File: src/rtl/led_sequencer_pkg.sv
// Shared types for the LED sequencer: display modes and controller states.
// Latency: n/a (types only).
// Backpressure: n/a (types only).
package led_sequencer_pkg;

  // Pattern shown once the intro has finished; encoding matches the mode pins.
  typedef enum logic [1:0] {
    MODE_HOST   = 2'd0,
    MODE_FILL   = 2'd1,
    MODE_BOUNCE = 2'd2,
    MODE_BLINK  = 2'd3
  } mode_t;

  // Controller states; INTRO is the reset state.
  typedef enum logic {
    ST_INTRO = 1'b0,
    ST_RUN   = 1'b1
  } state_t;

  // Width of a counter that must hold values 0..n-1, never less than one bit.
  function automatic int cnt_width(input int n);
    return (n > 1) ? $clog2(n) : 1;
  endfunction

endpackage

File: src/rtl/led_sequencer_tick_divider.sv
// Prescaler producing a one-cycle tick every TICK_CYCLES clocks.
// Latency: tick is decoded from the count register, high while count is TICK_CYCLES-1.
// Backpressure: none; clear restarts the count at 0 on the next edge.
module tick_divider
  import led_sequencer_pkg::*;
#(
  parameter int TICK_CYCLES = 500_000
) (
  input  logic clock,
  input  logic reset_b,
  input  logic clear,
  output logic tick
);

  localparam int CW = cnt_width(TICK_CYCLES);
  localparam logic [CW-1:0] LAST = CW'(TICK_CYCLES - 1);

  logic [CW-1:0] count;

  // Free-running modulo counter; clear and wrap both return it to 0.
  always_ff @(posedge clock or negedge reset_b) begin
    if (!reset_b) begin
      count <= '0;
    end else if (clear || (count == LAST)) begin
      count <= '0;
    end else begin
      count <= count + 1'b1;
    end
  end

  // With TICK_CYCLES=1 the count is pinned at 0 == LAST, so tick is always high.
  assign tick = (count == LAST);

endmodule

File: src/rtl/led_sequencer.sv
// LED animation sequencer: intro fill/drain sweeps, then HOST/FILL/BOUNCE/BLINK patterns.
// Latency: leds registered; HOST follows host_leds one cycle later, patterns step per tick.
// Backpressure: none; start restarts the intro at once, reset abandons everything.
module led_sequencer
  import led_sequencer_pkg::*;
#(
  parameter int WIDTH        = 8,
  parameter int TICK_CYCLES  = 500_000,
  parameter int INTRO_PASSES = 1
) (
  input  logic             clock,
  input  logic             reset_b,
  input  logic [1:0]       mode,
  input  logic [WIDTH-1:0] host_leds,
  input  logic             start,
  output logic [WIDTH-1:0] leds,
  output logic             busy,
  output logic             done
);

  localparam int SW = cnt_width(2 * WIDTH);
  localparam int PW = cnt_width(INTRO_PASSES);
  localparam logic [SW-1:0] LAST_STEP = SW'(2 * WIDTH - 1);
  localparam logic [SW-1:0] FILL_STEPS = SW'(WIDTH);
  localparam logic [PW-1:0] LAST_PASS = PW'(INTRO_PASSES - 1);
  localparam logic [WIDTH-1:0] MSB = WIDTH'(1) << (WIDTH - 1);

  state_t           state;
  mode_t            mode_in;
  mode_t            mode_q;
  logic [SW-1:0]    step;
  logic [PW-1:0]    pass;
  logic             fresh;
  logic             dir_up;
  logic             tick;
  logic             restart;
  logic             tick_clear;
  logic             step_last;
  logic [WIDTH-1:0] fill_nxt;
  logic [WIDTH-1:0] bounce_nxt;
  logic             dir_nxt;

  assign mode_in = mode_t'(mode);

  // A RUN pattern restarts on the first RUN cycle after an intro and whenever mode changes.
  assign restart    = (state == ST_RUN) && (fresh || (mode_in != mode_q));
  assign tick_clear = start || restart;
  assign busy       = (state == ST_INTRO);
  assign step_last  = (step == LAST_STEP);

  tick_divider #(
    .TICK_CYCLES (TICK_CYCLES)
  ) u_tick (
    .clock   (clock),
    .reset_b (reset_b),
    .clear   (tick_clear),
    .tick    (tick)
  );

  // Fill/drain step shared by the intro and FILL mode: first WIDTH steps shift a one in.
  always_comb begin
    fill_nxt = leds >> 1;
    if (step < FILL_STEPS) begin
      fill_nxt = (leds >> 1) | MSB;
    end
  end

  // Bounce step: move one place, turning round at either end without repeating it.
  always_comb begin
    bounce_nxt = leds;
    dir_nxt    = dir_up;
    if (WIDTH > 1) begin
      if (dir_up) begin
        if (leds[WIDTH-1]) begin
          bounce_nxt = leds >> 1;
          dir_nxt    = 1'b0;
        end else begin
          bounce_nxt = leds << 1;
        end
      end else begin
        if (leds[0]) begin
          bounce_nxt = leds << 1;
          dir_nxt    = 1'b1;
        end else begin
          bounce_nxt = leds >> 1;
        end
      end
    end
  end

  // Controller: start beats everything, intro advances per tick, RUN restarts then animates.
  always_ff @(posedge clock or negedge reset_b) begin
    if (!reset_b) begin
      state  <= ST_INTRO;
      leds   <= '0;
      step   <= '0;
      pass   <= '0;
      done   <= 1'b0;
      mode_q <= MODE_HOST;
      fresh  <= 1'b0;
      dir_up <= 1'b0;
    end else begin
      done <= 1'b0;
      if (start) begin
        state <= ST_INTRO;
        leds  <= '0;
        step  <= '0;
        pass  <= '0;
      end else if (state == ST_INTRO) begin
        if (tick) begin
          leds <= fill_nxt;
          if (step_last) begin
            step <= '0;
            if (pass == LAST_PASS) begin
              pass  <= '0;
              state <= ST_RUN;
              done  <= 1'b1;
              fresh <= 1'b1;
            end else begin
              pass <= pass + 1'b1;
            end
          end else begin
            step <= step + 1'b1;
          end
        end
      end else if (restart) begin
        mode_q <= mode_in;
        fresh  <= 1'b0;
        step   <= '0;
        dir_up <= 1'b0;
        case (mode_in)
          MODE_HOST:   leds <= host_leds;
          MODE_FILL:   leds <= '0;
          MODE_BOUNCE: leds <= MSB;
          MODE_BLINK:  leds <= '1;
        endcase
      end else begin
        case (mode_q)
          MODE_HOST: leds <= host_leds;
          MODE_FILL: begin
            if (tick) begin
              leds <= fill_nxt;
              step <= step_last ? '0 : step + 1'b1;
            end
          end
          MODE_BOUNCE: begin
            if (tick) begin
              leds   <= bounce_nxt;
              dir_up <= dir_nxt;
            end
          end
          MODE_BLINK: begin
            if (tick) begin
              leds <= (leds == '0) ? '1 : '0;
            end
          end
        endcase
      end
    end
  end

endmodule

File: config.mk
export PLATFORM = sky130hd
export DESIGN_NAME = led_sequencer
export DESIGN_NICKNAME = d
export VERILOG_FILES = /design/src/rtl/led_sequencer_pkg.sv /design/src/rtl/led_sequencer_tick_divider.sv /design/src/rtl/led_sequencer.sv
export SDC_FILE = /design/constraint.sdc
export NUM_CORES = 1
export LEC_CHECK = 0
export CAP_MARGIN = 10
export CORE_MARGIN = 4
export CORE_UTILIZATION = 30
export DETAILED_ROUTE_END_ITERATION = 6
export MAX_ROUTING_LAYER = met4
export PLACE_DENSITY = 0.45
export SETUP_SLACK_MARGIN = 0.5
export SLEW_MARGIN = 20
export SYNTH_ARGS = -nofsm -noshare
export SYNTH_HDL_FRONTEND = slang
export SYNTH_SLANG_ARGS = --single-unit
File: constraint.sdc
create_clock -name clock -period 3 [get_ports clock]
set_input_delay 0.45 -clock clock [delete_from_list [all_inputs] [get_ports clock]]
set_output_delay 0.45 -clock clock [all_outputs]
set_load 0.01 [all_outputs]
# Yosys cells after proc, flatten, opt, wreduce, memory -nomap -nowiden
# Cells that the tools add are included.
# word_totals
reg_bits	38
output_inout_bits	10
wordCells	91
in_bits	13
# classes
n_bitwise	2
n_eq_ne	15
n_mux	43
reduce_logical	18
order_cmp	1
add_sub_neg	3
# op_table
cell	n
$mux W8	11
$pmux W8 S4	2
$mux W4	6
$mux W1	23
$add A19 B1 Y19 const B	1
$eq A19 B19 Y1 const B	1
$mux W19	1
$reduce_bool A2 Y1	6
$ne A5 B5 Y1 const B	2
$eq A2 B2 Y1 const B	4
$logic_not A8 Y1	1
$reduce_and A3 Y1	2
$reduce_and A5 Y1	1
$add A4 B1 Y4 const B	1
$eq A2 B1 Y1 const B	2
$eq A4 B4 Y1 const B	1
$logic_not A2 Y1	2
$lt A4 B4 Y1 const B	1
$ne A2 B2 Y1 const B	2
$ne A4 B2 Y1 const B	1
$reduce_and A4 Y1	1
$logic_or A1 B1 Y1	3
$ne A2 B1 Y1 const B	1
$ne A2 B2 Y1	1
other kinds (4)	5

# Longest topological paths before layout
# Gate-level depths: netlist (run 1).
# logic_depth
ltp_word	7
ltp_mapped	8
mapped_depth_nobuf	7

# Modules after synthesis
# From an unflattened synthesis (run 1), not the netlist that was laid out.
# unflattened
hier_cells	307
hier_area_um2	2565.0
# modules_own_cells
mod	n_inst	area_per_inst_um2	cells_each
led_sequencer	1	1585.3	205
tick_divider	1	979.7	102

# Worst setup path before layout (run 1)
# No wires, ideal clock.
# synth_path
path_type	register to register
from	register u_tick.count[7]
to	register leds[4]
setup_slack_ps	813
path_stages_with_launch	6
required_time_ps	2874
synth_period_minus_slack_ps	2187
t_arrival_ps	2061
n_path_buf	0
cell_sequence	dfrtp_1 -> or4b_4 -> nor4_4 -> mux2_2 -> o21ai_0 -> a21oi_1
# synth_between
elab_chain_len	6
word_cells_on_any_way	9
classes_between	eq/ne: 3; mux: 5; reduce/logical: 1
# synth_lines
element	line_no	rtl
start, declared	led_sequencer_tick_divider.sv:18	logic [CW-1:0] count;
start signal, assigned	led_sequencer_tick_divider.sv:27	count <= count + 1'b1;
$eq A19 B19 Y1 (*)	led_sequencer_tick_divider.sv:32	assign tick = (count == LAST);
$mux W8	-	
$pmux W8 S4	-	
$mux W8 (3 in a row)	-	
end signal, assigned	led_sequencer.sv:111	leds <= fill_nxt;
end signal, assigned	led_sequencer.sv:132	MODE_HOST: leds <= host_leds;
end signal, assigned	led_sequencer.sv:139	MODE_HOST: leds <= host_leds;
end, declared	led_sequencer.sv:16	output logic [WIDTH-1:0] leds,
# Mark *: on every way between the ends. The rest lies on a longest branch, timed or not.
# A chain may end at the register's enable or synchronous reset.

# Worst setup path in the final report (run 1)
# layout_path
from	register u_tick.count[7]
to	register leds[7]
# The elaborated chain is that of the path after synthesis.

==> summary.txt, run 1 <==
Yosys
  – Synth Cell Area: 2500 µm²
  – Synth Area in Compound Gates: 22.2%
  – Syn_nets: 312
  – Flops & latches, synth: 37
  – Synth Area in XOR/XNOR: 6.65%
  – Top cells by area, synth: dfrtp_1 37%, a21oi_1 5.6%, nor2_1 4.8%, xor2_1 4.6%, o21ai_0 4.2%
  – Mux cell area share after synthesis: 2.50%
  – Synth unique cells: 59
  – Top_reg_cell synth: dfrtp_1
  – Mapped Cells: 297
  – Avg Cell Area, Syn: 8.42 µm²
  – Number of flops mapped to enable cells by yosys: 0
  – Post-synth top area share: 37.0%
  – Combinational family with the most area after synthesis: simple AND/OR/NAND/NOR gates
  – Simple-Gate Fraction of Synth Area: 26.5%
  – Ys async rst share: 100%
  – Register area share after synthesis: 37.0%
  – YS warnings: 0
  – Synth Area in Adders: 1.00%
  – Largest area contributor in the netlist: dfrtp_1

Cells and area
  – Ant. Diodes: 0
  – Area Overhead vs Synth: 17.9%
  – Share of post-route cells with drive strength above 1: 9.01%
  – Reg area: 926 µm²
  – Number of nets in the layout: 336
  – Multi-input logic area: 1480 µm²
  – Commonest cells after routing, fill and taps aside: 37 x dfrtp_1, 32 x nor2_1, 28 x a21oi_1
  – Most common cell after layout, fill and taps aside: dfrtp_1
  – Layout fillers: 895

Floorplanning
  – Core outline area: 8180 µm²
  – Horiz. Die Dim: 99.3 µm
  – Die Area: 9860 µm²
  – Die extent in y: 99.3 µm
  – # rows: 33
  – Starting density of the core: 30.6%
  – I/O pin count: 23

Clock tree
  – Longest Clk Path Bufs: 2
  – CTS resizes: 0
  – Root buf cell: clkbuf_8
  – Post-CTS Setup Repair Bufs: 0
  – H-tree Lvls: 2
  – Clock latency on the worst-skew pair: 0.30 ns
  – Clock slew at reported path FFs: 0.09 ns
  – TritonCTS Buffers: 5
  – CTS Sinks: 37
  – TritonCTS clock tree: yes
  – # hold bufs at CTS: 0

STA
  – Max Transition Viols Final: 0
  – Unrepaired setup endpoints after global routing: no
  – Skew final: 0.00683 ns
  – Worst slew pin tran: 0.889 ns
  – Setup TNS: 0 ns
  – Final Setup Violations: 0
  – F_max: 426 MHz
  – Final period util: 78.2%
  – Tmin final: 2.35 ns
  – Worst rel slew slack: 40.7%
  – Hold Fails Final Rpt: 0

Drt
  – Drt pass-1 iters: 4
  – Vias/cell: 5.40
  – DRC Markers: 0
  – DR vias: 2307
  – Wire per inst: 17.0 µm
  – Post-DRT Antenna Nets: 0
  – Starting DRC count in detailed routing: 124
  – Drt total wl: 7.26 mm

Setup path
  – Reg2reg path depth: 6
  – Slowest-stage cell, CP: or4_4
  – Critical path buffers and inverters: 0
  – Reg2reg setup slack: 0.65 ns
  – Worst path arrival time: 2.56 ns
  – Reg-to-Reg Start: u_tick.count[7]
  – Crit path launch type: flop
  – Cell family with most CP delay: simple AND/OR/NAND/NOR gates
  – Crit-path max FO: 8
  – Crit path largest cell delay: 0.56 ns
  – Crit path kind: reg -> reg
  – Crit end category: flop
  – CP cell instances: or4_4 -> nor4_4 -> and2_2 -> mux2i_1 -> a221o_1 -> a211oi_2
  – Worst Path Required: 3.22 ns
  – R2r endpoint: leds[7]

Power
  – Tot Pwr: 1040 µW
  – VDD IR max: 0.129 mV
  – Internal: 729 µW
  – PD cells: 352 nW/µm²
  – Switching Fraction: 29.8%
  – NetSw: 310 µW
  – Clock group share of total power: 36.0%
  – Power share of the combinational group: 13.3%
  – Sequential power share: 50.7%
  – Leak: 0.00118 µW

Place
  – IO Port Bufs: 22
  – Detail Placement HPWL: 5.14 mm
  – GPL Wtd Cong: 0.835

Min path
  – Worst hold path class: in -> async

GRT
  – Remaining Overflow, GRT: 0
  – Via count of the first global-routing pass: 2289
  – Largest net degree at the start of global routing: 38
  – GRT Total Usage: 15.8%
  – Global-route wire length before repair: 12.0 mm
  – Initial antenna violation count: 0

Status
  – Outcome: completed

Job
  – Max cap viols: 0
==> worst register-to-register path: stages, from the launching register on <==
cell and delay [ns]:
dfrtp_1 0.45, or4_4 0.56, nor4_4 0.34, and2_2 0.30, mux2i_1 0.12, a221o_1 0.32
a211oi_2 0.17
==> cell type report <==
cell class / count / area share [%]
well taps: 105 / 4.46
clock inverters: 3 / 0.722
clock buffers: 5 / 2.33
multi-input cells: 236 / 50.1
inverters: 9 / 1.15
repair buffers: 32 / 9.85
flip-flops and latches: 37 / 31.4
==> cell usage after synthesis (all sizes together), types with 4 or more instances <==
cell / count
o21ai: 22
nor2b: 5
nor3: 7
clkbuf: 12
o31ai: 4
nand3: 16
a31oi: 5
dfrtp: 37
xnor2: 6
a211o: 5
mux2i: 4
nor4: 6
and3: 4
nor2: 32
xor2: 13
a21oi: 28
nand2: 23
inv: 9
nand2b: 8
==> stage by stage <==
stage / util, % / cell area (µm²) / std cells / hold WS, ns / setup WS (ns)
global route: 36.1 / 2950 / 427 / 0.344 / 0.518
finish: 36.1 / 2950 / 427 / 0.265 / 0.654
detailed placement: 34.9 / 2850 / 419 / 0.493 / 0.466
floorplan: - / 2500 / 297 / 0.154 / 0.813
CTS: 36.0 / 2940 / 427 / 0.308 / 0.528
global placement: 34.9 / 2850 / 419 / 0.495 / 0.514
==> power by group through the flow <==
stage          Sequential, µW  Combinational (µW)  Clock (µW)
6_report                  526                 138         374
3_5_place_dp              536                 140           0
3_3_place_gp              536                 141           0
2_1_floorplan             520                90.8           0
4_1_cts                   526                 140         392
5_1_grt                   528                 154         412
==> worst max-delay path by stage <==
stage	depth (start not counted)	end	slack, ns	startpoint
after CTS	6	leds[7]	0.53	u_tick.count[7]
after global routing	7	step[0]	0.52	mode_q[0]
final	6	leds[7]	0.65	u_tick.count[7]
after global placement	8	step[0]	0.51	mode[1]
after floorplan	5	leds[4]	0.81	u_tick.count[7]
after detailed placement	8	step[0]	0.47	mode[1]
==> flip-flops by register name (all words and copies together) (netlist names) <==
name and count:
step 4, done 1, mode_q 2, leds 8, dir_up 1, state 1, fresh 1, u_tick.count 19
==> layer usage <==
metal  track usage [%]  wire [µm]
met1              21.9       3430
met2              23.3       3370
met3              2.81        380
met4              5.15         76
met5                 -          0
==> cells by family (layout without fill, tap and decap cells) <==
logic type,Yosys count,count (layout)
buffers and inverters,24,49
AO/OA/AOI/OAI,88,88
flip-flops,37,37
multiplexers,6,6
XOR/XNOR,19,19
adder cells (fa/ha/maj),2,2
AND/OR/NAND/NOR,121,121
Power figures use the tool's default switching activity.
==> run 2: changes to the inputs <==
- clock period: 3 -> 2.5 ns (I/O delays scaled with it)
==> summary.txt, run 2 (synthesis results as in run 1) <==
Cells and area
  – Largest Register: u_tick.count
  – Top Registers: u_tick.count (19), leds (8), step (4)
  – Final instance area: 3320 µm² (+13%)
  – Most common cell after layout, fill and taps aside: dfrtp_1
  – Number of nets in the layout: 359 (+6.8%)
  – Area Overhead vs Synth: 32.8%
  – Share of post-route cells with drive strength above 1: 24.1% (+15 points)
  – Ant. Diodes: 0 (unchanged)
  – Max reg flops: 19 (unchanged)
  – Commonest cells after routing, fill and taps aside: 32 x dfrtp_1, 31 x nor2_1, 24 x buf_4

Drt
  – Drt total wl: 7.90 mm (+8.9%)
  – DR vias: 2425 (+5.1%)
  – Starting DRC count in detailed routing: 223 (+80%)
  – Wire per inst: 17.6 µm (+3.3%)
  – Vias/cell: 5.39 (-0.26%)
  – Post-DRT Antenna Nets: 0 (unchanged)
  – DRC Markers: 0 (unchanged)
  – Drt pass-1 iters: 5 (+1)

STA
  – Worst rel slew slack: 40.7% (about the same)
  – Skew final: 0.00802 ns (+0.00119 ns)
  – Hold slack: 0.204 ns (-0.0612 ns)
  – Unrepaired setup endpoints after global routing: yes
  – Max Transition Viols Final: 0 (unchanged)
  – Final period util: 87.8% (+9.6 points)
  – Final Setup Violations: 0 (unchanged)
  – Worst slew pin tran: 0.889 ns (+0.0000762 ns)
  – Tmin final: 2.20 ns (-0.150 ns)
  – F_max: 455 MHz (+6.8%)
  – Final worst setup slack: 0.304 ns (-0.350 ns)
  – Hold Fails Final Rpt: 0 (unchanged)
  – Setup TNS: 0 ns (unchanged)

Place
  – IO Port Bufs: 22 (unchanged)
  – GPL Wtd Cong: 0.934 (+12%)
  – Detail Placement HPWL: 5.35 mm (+4.0%)
  – Area post-placement: 2920 µm² (+2.4%)
  – Place WS: 0.238 ns (-0.228 ns)

GRT
  – Global-route wire length before repair: 13.0 mm (+7.8%)
  – Via count of the first global-routing pass: 2489 (+8.7%)
  – Remaining Overflow, GRT: 0 (unchanged)
  – Initial antenna violation count: 0 (unchanged)
  – GRT Total Usage: 16.8% (+0.97 points)
  – Largest net degree at the start of global routing: 38 (unchanged)

Clock tree
  – TritonCTS Buffers: 5 (unchanged)
  – Longest Clk Path Bufs: 2 (unchanged)
  – Root buf cell: clkbuf_8
  – # hold bufs at CTS: 0 (unchanged)
  – Clock slew at reported path FFs: 0.08 ns (about the same)
  – H-tree Lvls: 2 (unchanged)
  – TritonCTS clock tree: yes
  – CTS Sinks: 37 (unchanged)
  – Clock latency on the worst-skew pair: 0.29 ns (about the same)

Setup path
  – Crit path kind: reg -> reg
  – Crit end category: flop
  – Crit path launch type: flop
  – Crit-path max FO: 4 (-4)
  – Worst Path Required: 2.71 ns (-0.51 ns)
  – Worst path arrival time: 2.40 ns (-0.16 ns)

Floorplanning
  – # rows: 33 (unchanged)
  – I/O pin count: 23 (unchanged)
  – Die extent in y: 99.3 µm (unchanged)
  – Die Area: 9860 µm² (unchanged)
  – Starting density of the core: 30.6% (unchanged)
  – Core outline area: 8180 µm² (unchanged)
  – Horiz. Die Dim: 99.3 µm (unchanged)

Min path
  – Worst hold path class: in -> async

Status
  – Outcome: completed

Power
  – VDD IR max: 0.256 mV (+99%)
  – Leak: 0.00134 µW (+14%)
  – PD cells: 373 nW/µm² (+6.0%)
  – Tot Pwr: 1240 µW (+19%)

Job
  – Max cap viols: 0 (unchanged)
## run 2: path summary, 6_finish.rpt
check,startpoint,end,slack (ns),depth (start not counted)
setup / recovery,u_tick.count[7],leds[7],0.30,6
hold / removal,reset_b,u_tick.count[13],0.20,1
setup reg to reg,u_tick.count[7],leds[7],0.30,6
hold reg to reg,u_tick.count[0],u_tick.count[0],0.49,1
max in group asynchronous,reset_b,u_tick.count[5],1.69,1
min in group clock,u_tick.count[0],u_tick.count[0],0.49,1
## run 2: critical path: stages (launching register included)
cell and delay, ns:
dfrtp_2 0.43, or4_4 0.53, nor4_4 0.36, and2_4 0.22, mux2i_2 0.07, a221o_1 0.32, a211oi_2 0.18
## run 2: repair_timing
| action | 4_1_cts | 5_1_grt |
|---|---|---|
| resized for setup | 31 | 26 |
| buffers inserted | 10 | 5 |
| setup endpoints to repair | 30 | 34 |
| cloned | 1 | 1 |
| pin swaps | 11 | 11 |
## run 2: layout make-up
| cell class | count | area (µm²) |
|---|---|---|
| fill | 844 | 4850 |
| multi-input combinational | 237 | 1650 |
| sequential | 37 | 932 |
| timing repair buffer | 54 | 494 |
| tap | 105 | 131 |
| clock buffer | 6 | 72.6 |
| inverter | 9 | 33.8 |
| clock inverter | 2 | 10.0 |
## run 2: routing by layer
metal | share of wire, % | global-route usage [%] | vias to the layer above
met3 | 4.6 | 2.66 | 7
li1 | - | - | 1181
met2 | 46 | 25.3 | 60
met5 | 0 | - | -
met1 | 49 | 23.8 | 1177
met4 | 0.82 | 3.68 | 0
## run 2: power by group
part / switching (µW) / internal [µW] / total [µW] / leakage, µW
Combinational: 117 / 81.4 / 198 / 0.000793
Clock: 220 / 193 / 414 / 0.0000450
Sequential: 21.7 / 607 / 628 / 0.000502
Total: 359 / 882 / 1240 / 0.00134
## run 2: per-stage QoR
| stage | std cells | util [%] |
|---|---|---|
| 2_1_floorplan | 297 | - |
| 3_3_place_gp | 425 | 35.7 |
| 3_5_place_dp | 425 | 35.7 |
| 4_1_cts | 444 | 39.0 |
| 5_1_grt | 450 | 40.6 |
| 6_report | 450 | 40.6 |
==> run 3: changes to the inputs <==
- MAX_ROUTING_LAYER: met4 -> default
==> summary.txt, run 3 (synthesis results as in run 1) <==
Status
  – Outcome: completed

Place
  – Detail Placement HPWL: 5.35 mm (unchanged)
  – Place WS: 0.238 ns (unchanged)
  – Area post-placement: 2920 µm² (unchanged)
  – IO Port Bufs: 22 (unchanged)
  – GPL Wtd Cong: 0.918 (-1.7%)

Drt
  – Drt total wl: 8.05 mm (+1.9%)
  – Post-DRT Antenna Nets: 0 (unchanged)
  – Starting DRC count in detailed routing: 231 (+3.6%)
  – Wire per inst: 17.7 µm (+0.56%)
  – Vias/cell: 5.43 (+0.68%)
  – DR vias: 2474 (+2.0%)
  – Drt pass-1 iters: 4 (-1)
  – DRC Markers: 0 (unchanged)

Power
  – Leak: 0.00136 µW (+1.5%)
  – PD cells: 364 nW/µm² (-2.5%)
  – VDD IR max: 0.258 mV (+0.92%)

STA
  – Tmin final: 2.23 ns (+0.0301 ns)
  – Final Setup Violations: 0 (unchanged)
  – Final period util: 89.0% (+1.2 points)
  – Unrepaired setup endpoints after global routing: yes
  – Skew final: 0.00843 ns (+0.000413 ns)
  – Worst slew pin tran: 0.910 ns (+0.0212 ns)
  – Hold Fails Final Rpt: 0 (unchanged)
  – Max Transition Viols Final: 0 (unchanged)
  – Setup TNS: 0 ns (unchanged)
  – Final worst setup slack: 0.274 ns (-0.0301 ns)
  – Worst rel slew slack: 39.3% (-1.4 points)
  – F_max: 449 MHz (-1.4%)

Clock tree
  – CTS Sinks: 37 (unchanged)
  – # hold bufs at CTS: 0 (unchanged)
  – H-tree Lvls: 2 (unchanged)
  – Clock latency on the worst-skew pair: 0.29 ns (about the same)
  – TritonCTS Buffers: 5 (unchanged)
  – Root buf cell: clkbuf_8
  – Clock slew at reported path FFs: 0.08 ns (about the same)
  – TritonCTS clock tree: yes
  – Longest Clk Path Bufs: 2 (unchanged)

Setup path
  – CP cell instances: or4b_4 -> nor4_4 -> buf_4 -> a21oi_2 -> a311o_1 -> a211oi_2 -> o21ai_1
  – Reg2reg setup slack: 0.27 ns (-0.03 ns)
  – Slowest-stage cell, CP: or4b_4
  – Crit end category: flop
  – Worst path arrival time: 2.41 ns (about the same)
  – Worst Path Required: 2.68 ns (-0.03 ns)
  – Crit path launch type: flop
  – Crit path largest cell delay: 0.55 ns (+0.02 ns)
  – Crit path kind: reg -> reg
  – Crit-path max FO: 4 (unchanged)

Floorplanning
  – Core outline area: 8180 µm² (unchanged)
  – Horiz. Die Dim: 99.3 µm (unchanged)
  – I/O pin count: 23 (unchanged)
  – Die Area: 9860 µm² (unchanged)
  – Die extent in y: 99.3 µm (unchanged)
  – Starting density of the core: 30.6% (unchanged)
  – # rows: 33 (unchanged)

GRT
  – Largest net degree at the start of global routing: 38 (unchanged)
  – Remaining Overflow, GRT: 0 (unchanged)
  – Global-route wire length before repair: 13.0 mm (+0.15%)
  – Initial antenna violation count: 0 (unchanged)
  – Via count of the first global-routing pass: 2490 (+0.040%)
  – GRT Total Usage: 16.3% (-0.47 points)

Cells and area
  – Commonest cells after routing, fill and taps aside: 31 x nor2_1, 30 x dfrtp_1, 29 x buf_4
  – Most common cell after layout, fill and taps aside: nor2_1
  – Area Overhead vs Synth: 35.7%
  – Layout fillers: 838 (-0.71%)
  – Top Registers: u_tick.count (19), leds (8), step (4)
  – Share of post-route cells with drive strength above 1: 26.2% (+2.2 points)
  – Number of nets in the layout: 365 (+1.7%)
  – Max reg flops: 19 (unchanged)
  – Ant. Diodes: 0 (unchanged)
  – Largest Register: u_tick.count
  – Final instance area: 3390 µm² (+2.2%)

Job
  – Max cap viols: 0 (unchanged)

Min path
  – Worst hold path class: in -> async
run 3: cell count changes in the layout (fill, tap and decap cells not counted), moves of 2 or more:
| cell | previous run | this run |
|---|---|---|
| buf_4 | 24 | 29 |
| dfrtp_1 | 32 | 30 |
| dfrtp_2 | 5 | 7 |
| nand2_4 | 2 | 0 |
| nand2_8 | 1 | 3 |
run 3: metal layers:
metal / up-vias / track usage, % / share of wire [%]
met1: 1204 / 23.8 / 48
li1: 1191 / - / -
met4: 0 / 3.68 / 1.6
met3: 14 / 2.88 / 5.2
met2: 65 / 25.1 / 45
met5: - / 0 / 0
run 3: path summary, 6_finish.rpt:
path | start | cells after the start | endpoint
setup reg to reg | u_tick.count[5] | 7 | leds[0]
min in group clock | u_tick.count[0] | 1 | u_tick.count[0]
setup / recovery | u_tick.count[5] | 7 | leds[0]
hold / removal | reset_b | 1 | u_tick.count[11]
hold reg to reg | u_tick.count[0] | 1 | u_tick.count[0]
max in group asynchronous | reset_b | 1 | mode_q[1]
run 3: critical path, delay by kind of cell (launching register included):
family | cells | cell delay, ns
and+or+nand+nor | 2 | 0.86
AOI/OAI and AO/OA | 4 | 0.65
buffers and inverters | 1 | 0.17
DFF | 1 | 0.43
run 3: area by class of cell:
| cell class | instances | area [µm²] | share of cell area (%) |
|---|---|---|---|
| multi-input combinational | 237 | 1670 | 49.2 |
| clock inverter | 2 | 10.0 | 0.295 |
| tap | 105 | 131 | 3.87 |
| timing repair buffer | 60 | 543 | 16.0 |
| sequential | 37 | 935 | 27.5 |
| inverter | 9 | 33.8 | 0.995 |
| clock buffer | 6 | 72.6 | 2.14 |
run 3: repair_timing:
action	4_1_cts	5_1_grt
pin swaps	11	19
buffers inserted	10	11
cloned	1	1
setup endpoints to repair	30	34
gates resized for setup	31	33
run 3: metrics by stage:
stage | std cells | utilization, % | power, µW | hold WS (ns)
2_1_floorplan | 297 | - | 733 | 0.0794
3_3_place_gp | 425 | 35.7 | 815 | 0.488
3_5_place_dp | 425 | 35.7 | 813 | 0.488
4_1_cts | 444 | 39.0 | 1240 | 0.239
5_1_grt | 456 | 41.5 | 1300 | 0.285
6_report | 456 | 41.5 | 1240 | 0.215
run 3: where the power goes:
group / switching [µW] / leakage, µW / internal (µW)
combinational: 116 / 0.000815 / 77.1
sequential: 21.6 / 0.000499 / 607
clock: 220 / 0.0000450 / 193
